$ cat config.mk
export PLATFORM = sky130hd
export DESIGN_NAME = vpu_fp_max_reduce
export DESIGN_NICKNAME = d
export VERILOG_FILES = /design/src/rtl/vpu_pkg.sv /design/src/rtl/vpu_fp_cmp_sel.sv /design/src/rtl/vpu_fp_max_reduce.sv
export SDC_FILE = /design/constraint.sdc
export NUM_CORES = 1
export LEC_CHECK = 0
export CAP_MARGIN = 20
export CORE_AREA = 4 4 160 162
export CTS_BUF_LIST = sky130_fd_sc_hd__clkbuf_8
export DETAILED_ROUTE_END_ITERATION = 10
export DIE_AREA = 0 0 164 166
export SLEW_MARGIN = 0
export SYNTH_ARGS = -nofsm -noshare
export SYNTH_HDL_FRONTEND = slang
export SYNTH_HIERARCHICAL = 1
export SYNTH_SLANG_ARGS = --single-unit
$ cat constraint.sdc
create_clock -name clk -period 5.4 [get_ports clk]
set_input_delay 1.08 -clock clk [delete_from_list [all_inputs] [get_ports clk]]
set_output_delay 1.08 -clock clk [all_outputs]
set_load 0.03 [all_outputs]
$ cat src/rtl/vpu_pkg.sv
// Shared definitions for the bf16 max/min reduction block.
//   OPERAND_WIDTH  : width of one bf16 element
//   BF16_*         : identity and canonical NaN encodings
//   red_state_e    : reduction FSM state encoding
//   bf16_order_key : maps a bf16 pattern onto an unsigned key whose natural
//                    order is the sign-magnitude order (+0 ranks above -0)
//   bf16_is_nan    : exponent all-ones with a non-zero mantissa
package vpu_pkg;

    localparam int          OPERAND_WIDTH = 16;
    localparam logic [15:0] BF16_NEG_INF  = 16'hFF80;
    localparam logic [15:0] BF16_POS_INF  = 16'h7F80;
    localparam logic [15:0] BF16_QNAN     = 16'h7FC0;

    typedef enum logic [1:0] {
        ST_IDLE  = 2'd0,
        ST_ACC   = 2'd1,
        ST_DRAIN = 2'd2,
        ST_OUT   = 2'd3
    } red_state_e;

    // Positive values get the top bit set so they sort above all negatives;
    // negatives are inverted so a larger magnitude gives a smaller key.
    // -0 (0x8000) maps to 0x7FFF, just below +0 at 0x8000.
    function automatic logic [15:0] bf16_order_key(input logic [15:0] x);
        return x[15] ? ~x : {1'b1, x[14:0]};
    endfunction

    function automatic logic bf16_is_nan(input logic [15:0] x);
        return (x[14:7] == 8'hFF) && (x[6:0] != 7'd0);
    endfunction

endpackage

$ cat src/rtl/vpu_fp_cmp_sel.sv
// Two-operand bf16 winner select, used for every lane-tree node and for the
// accumulator merge.
//   mode        : 0 = keep the larger value, 1 = keep the smaller value
//   a_* / b_*   : value, index and valid of each candidate; the caller always
//                 wires the lower-index candidate to a, so a tie keeps a
//   y_*         : winning value/index; y_vld is set when either input is valid
// Optional macro VPU_FP_MAX_REDUCE_NAN_EN: a valid NaN wins regardless of mode,
// with a preferred over b so the first NaN in index order survives.
module vpu_fp_cmp_sel
    import vpu_pkg::*;
#(
    parameter int IDX_W = 2
) (
    input  logic                     mode,
    input  logic [OPERAND_WIDTH-1:0] a_val,
    input  logic [IDX_W-1:0]         a_idx,
    input  logic                     a_vld,
    input  logic [OPERAND_WIDTH-1:0] b_val,
    input  logic [IDX_W-1:0]         b_idx,
    input  logic                     b_vld,
    output logic [OPERAND_WIDTH-1:0] y_val,
    output logic [IDX_W-1:0]         y_idx,
    output logic                     y_vld
);

    logic [OPERAND_WIDTH-1:0] a_key;
    logic [OPERAND_WIDTH-1:0] b_key;
    logic                     b_better;
    logic                     pick_b;

    assign a_key    = bf16_order_key(a_val);
    assign b_key    = bf16_order_key(b_val);
    // Strict comparison: equal keys never displace a.
    assign b_better = mode ? (b_key < a_key) : (b_key > a_key);

`ifdef VPU_FP_MAX_REDUCE_NAN_EN
    logic a_nan;
    logic b_nan;
    assign a_nan = bf16_is_nan(a_val);
    assign b_nan = bf16_is_nan(b_val);
`endif

    always_comb begin
        pick_b = 1'b0;
        if (!a_vld) begin
            pick_b = b_vld;
        end else if (b_vld) begin
`ifdef VPU_FP_MAX_REDUCE_NAN_EN
            if (a_nan)      pick_b = 1'b0;
            else if (b_nan) pick_b = 1'b1;
            else            pick_b = b_better;
`else
            pick_b = b_better;
`endif
        end
    end

    assign y_val = pick_b ? b_val : a_val;
    assign y_idx = pick_b ? b_idx : a_idx;
    assign y_vld = a_vld | b_vld;

endmodule

$ cat src/rtl/vpu_fp_max_reduce.sv
// Streaming bf16 max/min reduction with winner index.
// Each accepted beat carries LANES bf16 elements with a per-lane valid mask.
// Stage 1 registers the lane-tree winner of the beat; stage 2 merges it into
// the running accumulator. The result is presented two edges after the last
// beat is accepted and held until out_ready.
// Ports:
//   clk, rst_n            : clock, asynchronous active-low reset
//   in_valid/in_ready     : beat handshake
//   in_data               : LANES bf16 elements, lane 0 in the LSBs
//   in_mask               : per-lane element valid
//   in_last               : final beat of the reduction
//   in_mode               : 0 = max, 1 = min (taken from the first beat only)
//   out_valid/out_ready   : result handshake
//   out_data, out_idx     : winning value and its global index beat*LANES+lane
//   out_empty             : no valid element was seen (out_data is the identity)
//   out_ovf               : more than MAX_BEATS beats were accepted
// Optional macro VPU_FP_MAX_REDUCE_NAN_EN: any valid NaN forces out_data to the
// canonical quiet NaN and out_idx to the first NaN's index.
module vpu_fp_max_reduce
    import vpu_pkg::*;
#(
    parameter int LANES     = 4,
    parameter int MAX_BEATS = 64,
    parameter int IDX_W     = $clog2(LANES * MAX_BEATS)
) (
    input  logic                           clk,
    input  logic                           rst_n,
    input  logic                           in_valid,
    output logic                           in_ready,
    input  logic [LANES*OPERAND_WIDTH-1:0] in_data,
    input  logic [LANES-1:0]               in_mask,
    input  logic                           in_last,
    input  logic                           in_mode,
    output logic                           out_valid,
    input  logic                           out_ready,
    output logic [OPERAND_WIDTH-1:0]       out_data,
    output logic [IDX_W-1:0]               out_idx,
    output logic                           out_empty,
    output logic                           out_ovf
);

    localparam int LANE_W = $clog2(LANES);
    localparam int CNT_W  = $clog2(MAX_BEATS + 1);
    localparam int NODES  = 2 * LANES - 1;

    red_state_e state_reg, state_next;

    logic                     ready_en_reg;
    logic                     accept;
    logic                     mode_reg;
    logic                     beat_mode;
    logic [CNT_W-1:0]         cnt_reg;
    logic [CNT_W-1:0]         cur_beat;
    logic                     beat_sat;
    logic                     ovf_reg;
    logic [IDX_W-1:0]         beat_idx;

    logic                     s1_valid_reg;
    logic                     s1_first_reg;
    logic [OPERAND_WIDTH-1:0] s1_val_reg;
    logic [IDX_W-1:0]         s1_idx_reg;
    logic                     s1_any_reg;

    logic [OPERAND_WIDTH-1:0] acc_val_reg;
    logic [IDX_W-1:0]         acc_idx_reg;
    logic                     acc_any_reg;
    logic [OPERAND_WIDTH-1:0] merge_val;
    logic [IDX_W-1:0]         merge_idx;
    logic                     merge_vld;
    logic [OPERAND_WIDTH-1:0] result_val;

    logic                     out_valid_reg;
    logic [OPERAND_WIDTH-1:0] out_data_reg;
    logic [IDX_W-1:0]         out_idx_reg;
    logic                     out_empty_reg;
    logic                     out_ovf_reg;

    // ------------------------------------------------------------------
    // Lane tree, heap-ordered: node i has children 2i+1 (lower lanes) and
    // 2i+2, leaves sit at LANES-1+lane, the beat winner ends up at node 0.
    // ------------------------------------------------------------------
    logic [OPERAND_WIDTH-1:0] node_val [NODES];
    logic [LANE_W-1:0]        node_idx [NODES];
    logic                     node_vld [NODES];

    generate
        for (genvar gi = 0; gi < LANES; gi++) begin : g_leaf
            assign node_val[LANES-1+gi] = in_data[gi*OPERAND_WIDTH +: OPERAND_WIDTH];
            assign node_idx[LANES-1+gi] = LANE_W'(gi);
            assign node_vld[LANES-1+gi] = in_mask[gi];
        end
        for (genvar gi = 0; gi < LANES - 1; gi++) begin : g_node
            vpu_fp_cmp_sel #(.IDX_W(LANE_W)) u_cmp (
                .mode  (beat_mode),
                .a_val (node_val[2*gi+1]),
                .a_idx (node_idx[2*gi+1]),
                .a_vld (node_vld[2*gi+1]),
                .b_val (node_val[2*gi+2]),
                .b_idx (node_idx[2*gi+2]),
                .b_vld (node_vld[2*gi+2]),
                .y_val (node_val[gi]),
                .y_idx (node_idx[gi]),
                .y_vld (node_vld[gi])
            );
        end
    endgenerate

    // ------------------------------------------------------------------
    // Beat bookkeeping. In IDLE the incoming beat is beat 0 of a new
    // reduction, so the counter and mode of the previous one are ignored.
    // ------------------------------------------------------------------
    assign accept    = in_valid && in_ready;
    assign cur_beat  = (state_reg == ST_IDLE) ? '0 : cnt_reg;
    assign beat_sat  = (cur_beat == CNT_W'(MAX_BEATS));
    assign beat_mode = (state_reg == ST_IDLE) ? in_mode : mode_reg;
    // Beats past the index range report an all-ones index.
    assign beat_idx  = beat_sat ? '1
                     : IDX_W'(cur_beat) * IDX_W'(LANES) + IDX_W'(node_idx[0]);

    // ------------------------------------------------------------------
    // FSM
    // ------------------------------------------------------------------
    always_ff @(posedge clk or negedge rst_n) begin
        if (!rst_n) begin
            state_reg    <= ST_IDLE;
            ready_en_reg <= 1'b0;
        end else begin
            state_reg    <= state_next;
            ready_en_reg <= 1'b1;
        end
    end

    always_comb begin
        state_next = state_reg;
        in_ready   = 1'b0;
        case (state_reg)
            ST_IDLE: begin
                in_ready = ready_en_reg;
                if (accept) state_next = in_last ? ST_DRAIN : ST_ACC;
            end
            ST_ACC: begin
                in_ready = ready_en_reg;
                if (accept && in_last) state_next = ST_DRAIN;
            end
            ST_DRAIN: state_next = ST_OUT;
            ST_OUT:   if (out_valid_reg && out_ready) state_next = ST_IDLE;
            default:  state_next = ST_IDLE;
        endcase
    end

    // ------------------------------------------------------------------
    // Stage 1: register the beat winner and per-reduction state
    // ------------------------------------------------------------------
    always_ff @(posedge clk or negedge rst_n) begin
        if (!rst_n) begin
            s1_valid_reg <= 1'b0;
            s1_first_reg <= 1'b0;
            s1_val_reg   <= '0;
            s1_idx_reg   <= '0;
            s1_any_reg   <= 1'b0;
            mode_reg     <= 1'b0;
            cnt_reg      <= '0;
            ovf_reg      <= 1'b0;
        end else begin
            s1_valid_reg <= accept;
            if (accept) begin
                s1_first_reg <= (state_reg == ST_IDLE);
                s1_val_reg   <= node_val[0];
                s1_idx_reg   <= beat_idx;
                s1_any_reg   <= node_vld[0];
                mode_reg     <= beat_mode;
                cnt_reg      <= beat_sat ? cur_beat : cur_beat + 1'b1;
                ovf_reg      <= ((state_reg == ST_IDLE) ? 1'b0 : ovf_reg) | beat_sat;
            end
        end
    end

    // ------------------------------------------------------------------
    // Stage 2: merge into the accumulator. On the first beat the old
    // accumulator is masked off so the beat winner (or identity) replaces it.
    // ------------------------------------------------------------------
    vpu_fp_cmp_sel #(.IDX_W(IDX_W)) u_merge (
        .mode  (mode_reg),
        .a_val (acc_val_reg),
        .a_idx (acc_idx_reg),
        .a_vld (acc_any_reg && !s1_first_reg),
        .b_val (s1_val_reg),
        .b_idx (s1_idx_reg),
        .b_vld (s1_any_reg),
        .y_val (merge_val),
        .y_idx (merge_idx),
        .y_vld (merge_vld)
    );

    always_ff @(posedge clk or negedge rst_n) begin
        if (!rst_n) begin
            acc_val_reg <= '0;
            acc_idx_reg <= '0;
            acc_any_reg <= 1'b0;
        end else if (s1_valid_reg) begin
            acc_any_reg <= merge_vld;
            acc_val_reg <= merge_vld ? merge_val
                         : (mode_reg ? BF16_POS_INF : BF16_NEG_INF);
            acc_idx_reg <= merge_vld ? merge_idx : '0;
        end
    end

`ifdef VPU_FP_MAX_REDUCE_NAN_EN
    assign result_val = (acc_any_reg && bf16_is_nan(acc_val_reg)) ? BF16_QNAN : acc_val_reg;
`else
    assign result_val = acc_val_reg;
`endif

    // ------------------------------------------------------------------
    // Output register: loaded on the first OUT cycle, then frozen until
    // the handshake.
    // ------------------------------------------------------------------
    always_ff @(posedge clk or negedge rst_n) begin
        if (!rst_n) begin
            out_valid_reg <= 1'b0;
            out_data_reg  <= '0;
            out_idx_reg   <= '0;
            out_empty_reg <= 1'b0;
            out_ovf_reg   <= 1'b0;
        end else if (state_reg == ST_OUT) begin
            if (!out_valid_reg) begin
                out_valid_reg <= 1'b1;
                out_data_reg  <= result_val;
                out_idx_reg   <= acc_idx_reg;
                out_empty_reg <= !acc_any_reg;
                out_ovf_reg   <= ovf_reg;
            end else if (out_ready) begin
                out_valid_reg <= 1'b0;
            end
        end
    end

    assign out_valid = out_valid_reg;
    assign out_data  = out_data_reg;
    assign out_idx   = out_idx_reg;
    assign out_empty = out_empty_reg;
    assign out_ovf   = out_ovf_reg;

endmodule

==> impl_metrics.tcl <==
set metrics [dict create \
    clock_path_buffers 2 \
    nNetsFinal 1069 \
    rsz0062_at_grt "yes" \
    failed_checks "negative setup slack" \
    slew-limit-headroom_pct 39.7 \
    cap_violations 0 \
    clock_latency_ns 0.37 \
    fin_crit_sh_pct 100 \
    yosys.area_share.simple_pct 12.1 \
    routedWlPerCell_microns 14.8 \
    cts_root_buffer "clkbuf_8" \
    synth_top_flop_cell "dfrtp_1" \
    yosysWarnings 6 \
    numClockSinks 91 \
    p_total_w 0.00487 \
    synthAdderAreaFrac_pct 11.8 \
    placed_area_sq_um 9330 \
    first_pass_iters 5 \
    grt_pass1_vias 5866 \
    seq_area_frac_synth_pct 29.8 \
    syn-cell-area_sq_um 7640 \
    powerDensity_nw_per_um2 500 \
    diodes 0 \
    drc_errors 0 \
    yosys.area.top_type "dfrtp_1" \
    period_minus_slack_ns 5.40 \
    synth_seq_cells 91 \
    cp.arrival_ns 5.67 \
    die_w_microns 164 \
    cts_buffers 9 \
    final_cell_mix "clkdlybuf4s50_1 (94), dfrtp_1 (91), nand2_1 (90)" \
    num_rows 57 \
    final_common_cell "clkdlybuf4s50_1" \
    grt_pass1_wl_mm 30.5 \
    dp_hpwl_mm 13.9 \
    grt_overflow_total 0 \
    die_h_microns 166 \
    fmaxAchievable_mhz 185 \
    grtUsageTotal_pct 13.7 \
    setup_slack_ns -0.00245 \
    yosys.area.top_type_share_pct 29.8 \
    first_iter_violations 327 \
    final_cells 1251 \
    cts_tree "yes" \
    worstPathMaxFanout 6 \
    initial_utilization_pct 31.7 \
    async_flop_share_pct 100 \
    status "finished with violations" \
    synth-xor-area-share_pct 13.9 \
    synth.mux.area_fraction_pct 17.2 \
    synth_top_family_by_area "multiplexers" \
    wl_mm 18.5 \
    worstMarginPinSlew_ns 0.904 \
    dp_cells 1220 \
    yosysUniqueCellTypes 47 \
    h-tree-depth 3 \
    grt_antenna_before_repair 1 \
    crit_type "input pin to flop" \
    gp_routability_congestion 0.862 \
    clk_pin_slew_ns 0.09 \
    hold_viol_final 0 \
    synth_edf_count 0 \
    ir_drop_uv 279 \
    fin_skew_ns 0.0127 \
    grt_max_degree 56 \
    area_delta_synth_final_pct 27.5 \
    syn_inst 778 \
    final_max_slew_viol_count 0 \
    final_util_pct 40.4 \
    synth_compound_area_share_pct 9.67 \
    stdcell_area_sq_um 9730 \
    viasPerCell 4.66 \
    pin_count 102 \
    worstSetupStartpointType "input pin" \
    setup_violations 1 \
    p_leak_nw 4.46 \
    hp-class "flop to flop" \
    worstSetupEndpointType "flop" \
    core_area_sq_um 24100 \
    drive_above_1_share_pct 22.7 \
    syn_avg_cell_area_sq_um 9.82 \
    synthTopCellsByArea "dfrtp_1 (30%), ha_1 (12%), mux2_4 (11%), xor2_1 (7.0%), xnor2_1 (6.9%)" \
    port_buffers 101 \
    ant_nets 0 \
    dieArea_sq_um 27200 \
    detailroute.via_count 5835 \
    dp_worst_setup_slack_ns -0.497 \
    required_ns 5.67 \
]
## stage by stage
stage	hold WS [ns]	setup TNS, ns
after detailed placement	0.471	-7.82
after global routing	0.522	-2.85
after global placement	0.461	-7.97
after CTS	0.492	0
final	0.484	-0.00245
after floorplan	0.444	-1.56
## worst paths after layout
kind                              start             to  slack (ns)  depth (start not counted)
min in group asynchronous         rst_n  s1_idx_reg[4]        0.67                          1
hold reg to reg             out_data[2]    out_data[2]        0.48                          2
max in group asynchronous         rst_n     s1_any_reg        3.67                          2
setup / recovery            in_data[31]  s1_val_reg[7]      -0.002                         23
setup reg to reg           state_reg[0]  s1_val_reg[7]        0.92                         19
hold / removal              out_data[2]    out_data[2]        0.48                          2
## logic make-up after synthesis
| logic type | Yosys count |
|---|---|
| simple gates | 184 |
| compound gates | 124 |
| xor+xnor | 121 |
| mux | 99 |
| flops | 91 |
| buf+inv | 85 |
| fa+ha+maj | 72 |
| other cells | 2 |
## what timing repair did
| action | in CTS | in global routing |
|---|---|---|
| gates cloned | 6 | 2 |
| pin swaps | 1 | 2 |
| hold buffers | 0 | 0 |
| setup buffers | 7 | 1 |
| endpoints found under the setup margin | 18 | 18 |
| resized for setup | 17 | 6 |
## cell usage after synthesis, types with 7 or more instances
library cell	count
mux2_4	54
nor2_1	20
a31oi_1	15
o21ai_0	48
buf_2	8
a21oi_1	32
nand2b_1	7
xor2_1	61
mux2_2	35
dfrtp_1	91
inv_1	38
ha_1	72
a21o_1	8
clkbuf_1	24
xnor2_1	60
nand3_1	27
buf_6	7
nor2b_1	7
nand4_1	7
nand2_1	90
## power by group
group          switching, W  leakage [nW]  internal [W]  total, W
clock              0.000250        0.0806      0.000179  0.000428
combinational       0.00154          3.26       0.00163   0.00317
sequential         0.000296          1.11      0.000967   0.00126
total               0.00209          4.46       0.00278   0.00487
## metal layers
metal  share of wire (%)  track usage, %  vias up
li1                    -               -     2975
met1                  50            19.8     2711
met2                  44            21.5      126
met3                 4.5            1.81       21
met4                 1.5            3.90        2
met5               0.070               0        -
## critical path: stages
cell           delay, ns
dlygate4sd2_1       0.26
buf_12              0.14
buf_4               0.16
xor2_1              0.16
ha_1                0.32
nand4_2             0.14
nor3_2              0.06
a21boi_2            0.15
nor4_2              0.24
mux2_4              0.40
buf_4               0.16
mux2_4              0.30
xnor2_1             0.19
ha_1                0.27
a21o_1              0.16
nand3_1             0.08
a21oi_2             0.07
nor4_2              0.27
buf_4               0.19
mux2_2              0.42
mux2_4              0.33
nand2_1             0.06
nand2_1             0.05
## cell type report
type                    instances  area, sq um
fillers                      2444        14400
multi-input cells             614         5090
flip-flops and latches         91         2280
repair buffers                168         1640
well taps                     324          405
inverters                      39          146
clock buffers                  10          138
clock inverters                 5         40.0
(Power assumes the default switching activity.)
==> variant 1, RTL diff (config.mk and constraints unchanged) <==
Reset style: synchronous (`rst_n`), changed in 4 clocked blocks. Comments in the files are not updated.
--- a/src/rtl/vpu_fp_max_reduce.sv
+++ b/src/rtl/vpu_fp_max_reduce.sv
@@ -121,5 +121,5 @@
     // FSM
     // ------------------------------------------------------------------
-    always_ff @(posedge clk or negedge rst_n) begin
+    always_ff @(posedge clk) begin
         if (!rst_n) begin
             state_reg    <= ST_IDLE;
@@ -152,5 +152,5 @@
     // Stage 1: register the beat winner and per-reduction state
     // ------------------------------------------------------------------
-    always_ff @(posedge clk or negedge rst_n) begin
+    always_ff @(posedge clk) begin
         if (!rst_n) begin
             s1_valid_reg <= 1'b0;
@@ -193,5 +193,5 @@
     );
 
-    always_ff @(posedge clk or negedge rst_n) begin
+    always_ff @(posedge clk) begin
         if (!rst_n) begin
             acc_val_reg <= '0;
@@ -216,5 +216,5 @@
     // the handshake.
     // ------------------------------------------------------------------
-    always_ff @(posedge clk or negedge rst_n) begin
+    always_ff @(posedge clk) begin
         if (!rst_n) begin
             out_valid_reg <= 1'b0;
Check against the original RTL: differs if rst_n is asserted again (counterexample within 4 cycles, from zero or initial values and one cycle with rst_n low); with rst_n held inactive, the same outputs for 4 cycles.
==> variant 1 against the unedited design <==
The run still ends with negative setup slack left. Register-to-register slack got worse by 0.16 ns. Wire length up 4.0%. Critical path depth did not move. Largest cell class unchanged. Sequential cell count stayed put. Worst setup slack lost 0.19 ns. Cell area up 7.7%. Critical endpoint is now s1_idx_reg[0]. Power decreased by 35%. Area after synthesis shrank 2.9%.
==> variant 1: results (changes against the unedited design) <==
- Status: complete, but fails checks
- Failing checks: negative setup slack
- Setup WS post-layout: -0.195 ns (-0.192 ns)
- Multiplexer area fraction after synthesis: 15.9% (-1.3 points)
- CP max stage delay: 0.40 ns (-0.02 ns)
- Nets: 1177 (+10%)
- FF-to-FF path depth: 18 (-1)
- Initial antenna violation count: 0 (-1)
- Multi-input gate area: 5580 um^2 (+9.6%)
- Critical path origin: in_data[47]
- Slew HR: 32.0% (-7.7 points)
- Post-synth top cells: nand2_1 (100), a21oi_1 (92), dfxtp_1 (91)
- Worst VDD drop: 131 uV (-53%)
- Crit path max fanout: 8 (+2)
- GR Util met1: 18.8% (-1.0 points)
- Async set-or-reset flop fraction in the synthesized netlist: 0% (-100 points)
- FF-to-FF Start: state_reg[0]
- M2 GR Usage: 23.0% (+1.5 points)
- FF-to-FF setup slack: 0.76 ns (-0.16 ns)
- Final setup fails: 18 (+17)
- Static Leak: 4.62 nW (+3.6%)
- Metal2 WL: 9090 um (+12%)
- Hold path start: out_data[7]
- Routability cong.: 0.831 (-3.7%)
- Routed wl met3: 598 um (-29%)
- Global-route usage over all layers: 13.7% (about the same)
- CP Data Arrival Time: 5.85 ns (+0.18 ns)
- First-pass GRT wire length: 31100 um (+2.1%)
- Drt first-iter violations: 226 (-31%)
- Hold path endpoint: out_data[7]
- Layout fillers: 2377 (-2.7%)
- Metal-1 WL: 9340 um (+0.89%)
[variant 1: changes by cell type after synthesis, moves of 13 or more]
cell     before  now
dfxtp_1       0   91
o21ai_0      48   19
nor2_1       20   38
nand3_1      27   11
dfrtp_1      91    0
a31oi_1      15    2
a21oi_1      32   92
inv_1        38   14
[variant 1: per-stage QoR]
step / power (mW) / TNS [ns] / std cells / setup WS [ns] / hold WS, ns
final: 3.16 / -2.78 / 1360 / -0.195 / 0.454
after global routing: 3.38 / -5.06 / 1360 / -0.305 / 0.472
after CTS: 3.07 / -3.55 / 1340 / -0.230 / 0.458
after detailed placement: 2.47 / -15.48 / 1292 / -0.898 / 0.446
after global placement: 2.44 / -14.06 / 1292 / -0.808 / 0.443
after floorplan: 2.05 / -4.41 / 814 / -0.294 / 0.429
[variant 1: final cells by class]
cell class                      instances  share of cell area [%]
Sequential cell                        91                    17.4
Timing Repair Buffer                  253                    23.2
Multi-Input combinational cell        661                    53.2
Inverter                               15                   0.537
Clock buffer                           10                    1.31
Tap cell                              324                    3.87
Clock inverter                          6                   0.561
[variant 1: kinds of logic after synthesis]
| kind of cell | Yosys count |
|---|---|
| AO/OA/AOI/OAI | 159 |
| adder cells (fa/ha/maj) | 72 |
| flip-flops | 91 |
| buffers and inverters | 64 |
| AND/OR/NAND/NOR | 214 |
| other | 2 |
| multiplexers | 85 |
| XOR/XNOR | 121 |
[variant 1: where the power goes]
part	leakage [nW]	internal, mW	switching [mW]	total, mW
clock network	0.110	0.224	0.237	0.460
registers	0.738	0.728	0.0752	0.803
logic	3.77	1.01	0.877	1.89
[variant 1: repair_timing]
item | in CTS | in global routing
cloned | 5 | 1
pin swaps | 18 | 44
gates resized for setup | 38 | 75
setup endpoints to repair | 18 | 18
setup buffers | 27 | 19
==> variant 2, RTL diff (same settings) <==
Without the edit above. Build with the macro `VPU_FP_MAX_REDUCE_NAN_EN` defined.
--- a/src/rtl/vpu_fp_cmp_sel.sv
+++ b/src/rtl/vpu_fp_cmp_sel.sv
@@ -7,4 +7,6 @@
 // Optional macro VPU_FP_MAX_REDUCE_NAN_EN: a valid NaN wins regardless of mode,
 // with a preferred over b so the first NaN in index order survives.
+`define VPU_FP_MAX_REDUCE_NAN_EN
+
 module vpu_fp_cmp_sel
     import vpu_pkg::*;
Formal check against the unedited RTL: not equivalent (a bounded check fails within 10 cycles, from zero or initial values and one cycle with rst_n low).
==> variant 2 against the unedited design <==
The flow still finishes with violations (negative setup slack). Wire length rose by 30%. Power rose by 12%. Non-clock buffer count rose by 125. Cell area rose by 22%. Clock skew rose by 0.0021 ns. Sequential power barely moved. Critical path depth rose by 1. Area after synthesis rose by 15%. Combinational power rose by 18%. Via count rose by 41%. Cell count rose by 27%. Fmax fell by 4.1%. Sequential cell count did not move. Worst setup slack got worse by 0.23 ns.
==> variant 2: results (changes against the unedited design) <==
- FF-to-FF setup slack: 0.75 ns (-0.17 ns)
- Slowest CP cell: or4b_4
- Register area share after synthesis: 25.8% (-4.0 points)
- M2 GR Usage: 29.6% (+8.1 points)
- WL/cell: 15.2 um (+2.5%)
- Metal2 WL: 11500 um (+41%)
- CP max stage delay: 0.53 ns (+0.11 ns)
- Status: complete, but fails checks
- Synth cell types: 57 (+21%)
- Synth area leaders: dfrtp_1 (26%), ha_1 (10%), nand2_1 (8.7%), xnor2_1 (6.0%), xor2_1 (6.0%)
- Failing checks: negative setup slack
- GR Util met1: 25.1% (+5.3 points)
- Worst VDD drop: 316 uV (+14%)
- Clk_skew: 0.0148 ns (+0.00214 ns)
- Post-CTS sizing: 96 (+79)
- Nets: 1406 (+32%)
- Largest net degree at the start of global routing: 51 (-8.9%)
- Fin Hold WS: 0.486 ns (+0.00146 ns)
- Cell family with most CP delay: compound AO/OA/AOI/OAI gates
- Static Leak: 5.39 nW (+21%)
- Mean Syn Cell Area: 8.65 um^2 (-12%)
- Vias per inst: 5.19 (+11%)
- Crit path max fanout: 5 (-1)
- Final setup fails: 18 (+17)
- Slew HR: 39.2% (-0.56 points)
- Routability cong.: 0.813 (-5.7%)
- Routed wl met3: 825 um (-1.6%)
- Multiplexer area fraction after synthesis: 6.42% (-11 points)
- Drt first-iter violations: 595 (+82%)
- Cells after DPL: 1547 (+27%)
- DP Area: 11200 um^2 (+20%)
- Met3 Use GR: 2.21% (+0.40 points)
- Post-Synth Adder-Cell Area: 10.2% (-1.6 points)
- Vias in the first global route: 8164 (+39%)
- Layout fillers: 2293 (-6.2%)
- Post-synth top cells: nand2_1 (205), dfrtp_1 (91), ha_1 (72)
- Setup WS post-layout: -0.232 ns (-0.229 ns)
- DPL Wire Length: 18500 um (+33%)
- Final total negative setup slack: -2.61 ns (-2.61 ns)
- Metal-1 WL: 11500 um (+24%)
- Pre-CTS WS: -1.12 ns (-0.626 ns)
- CP Data Arrival Time: 5.93 ns (+0.26 ns)
- R2R Path End: s1_idx_reg[1]
- Layout cells sized above 1: 26.0% (+3.4 points)
variant 2: cell count changes in the layout (fill, tap and decap cells not counted), sizes merged, moves of 8 or more:
cell / change
o31ai: +9
o211ai: +52
clkdlybuf4s50: -45
mux2: -63
nor4: +8
nand4: +13
nor2: +8
nand2: +115
o21ai: -8
o2111ai: +54
dlygate4sd2: +33
buf: +132
variant 2: final cells by class:
| cell class | count | share of cell area (%) |
|---|---|---|
| Inverter | 33 | 1.04 |
| Tap cell | 324 | 3.41 |
| Sequential cell | 91 | 19.1 |
| Timing Repair Buffer | 293 | 22.1 |
| Clock inverter | 6 | 0.326 |
| Multi-Input combinational cell | 832 | 52.8 |
| Clock buffer | 10 | 1.16 |
variant 2: power by group through the flow:
stage	Combinational (mW)	Clock, mW	Sequential (mW)
floorplan	2.60	0	1.30
finish	3.75	0.431	1.26
global placement	3.44	0	1.26
global route	4.15	0.471	1.31
detailed placement	3.49	0	1.28
CTS	3.68	0.446	1.26
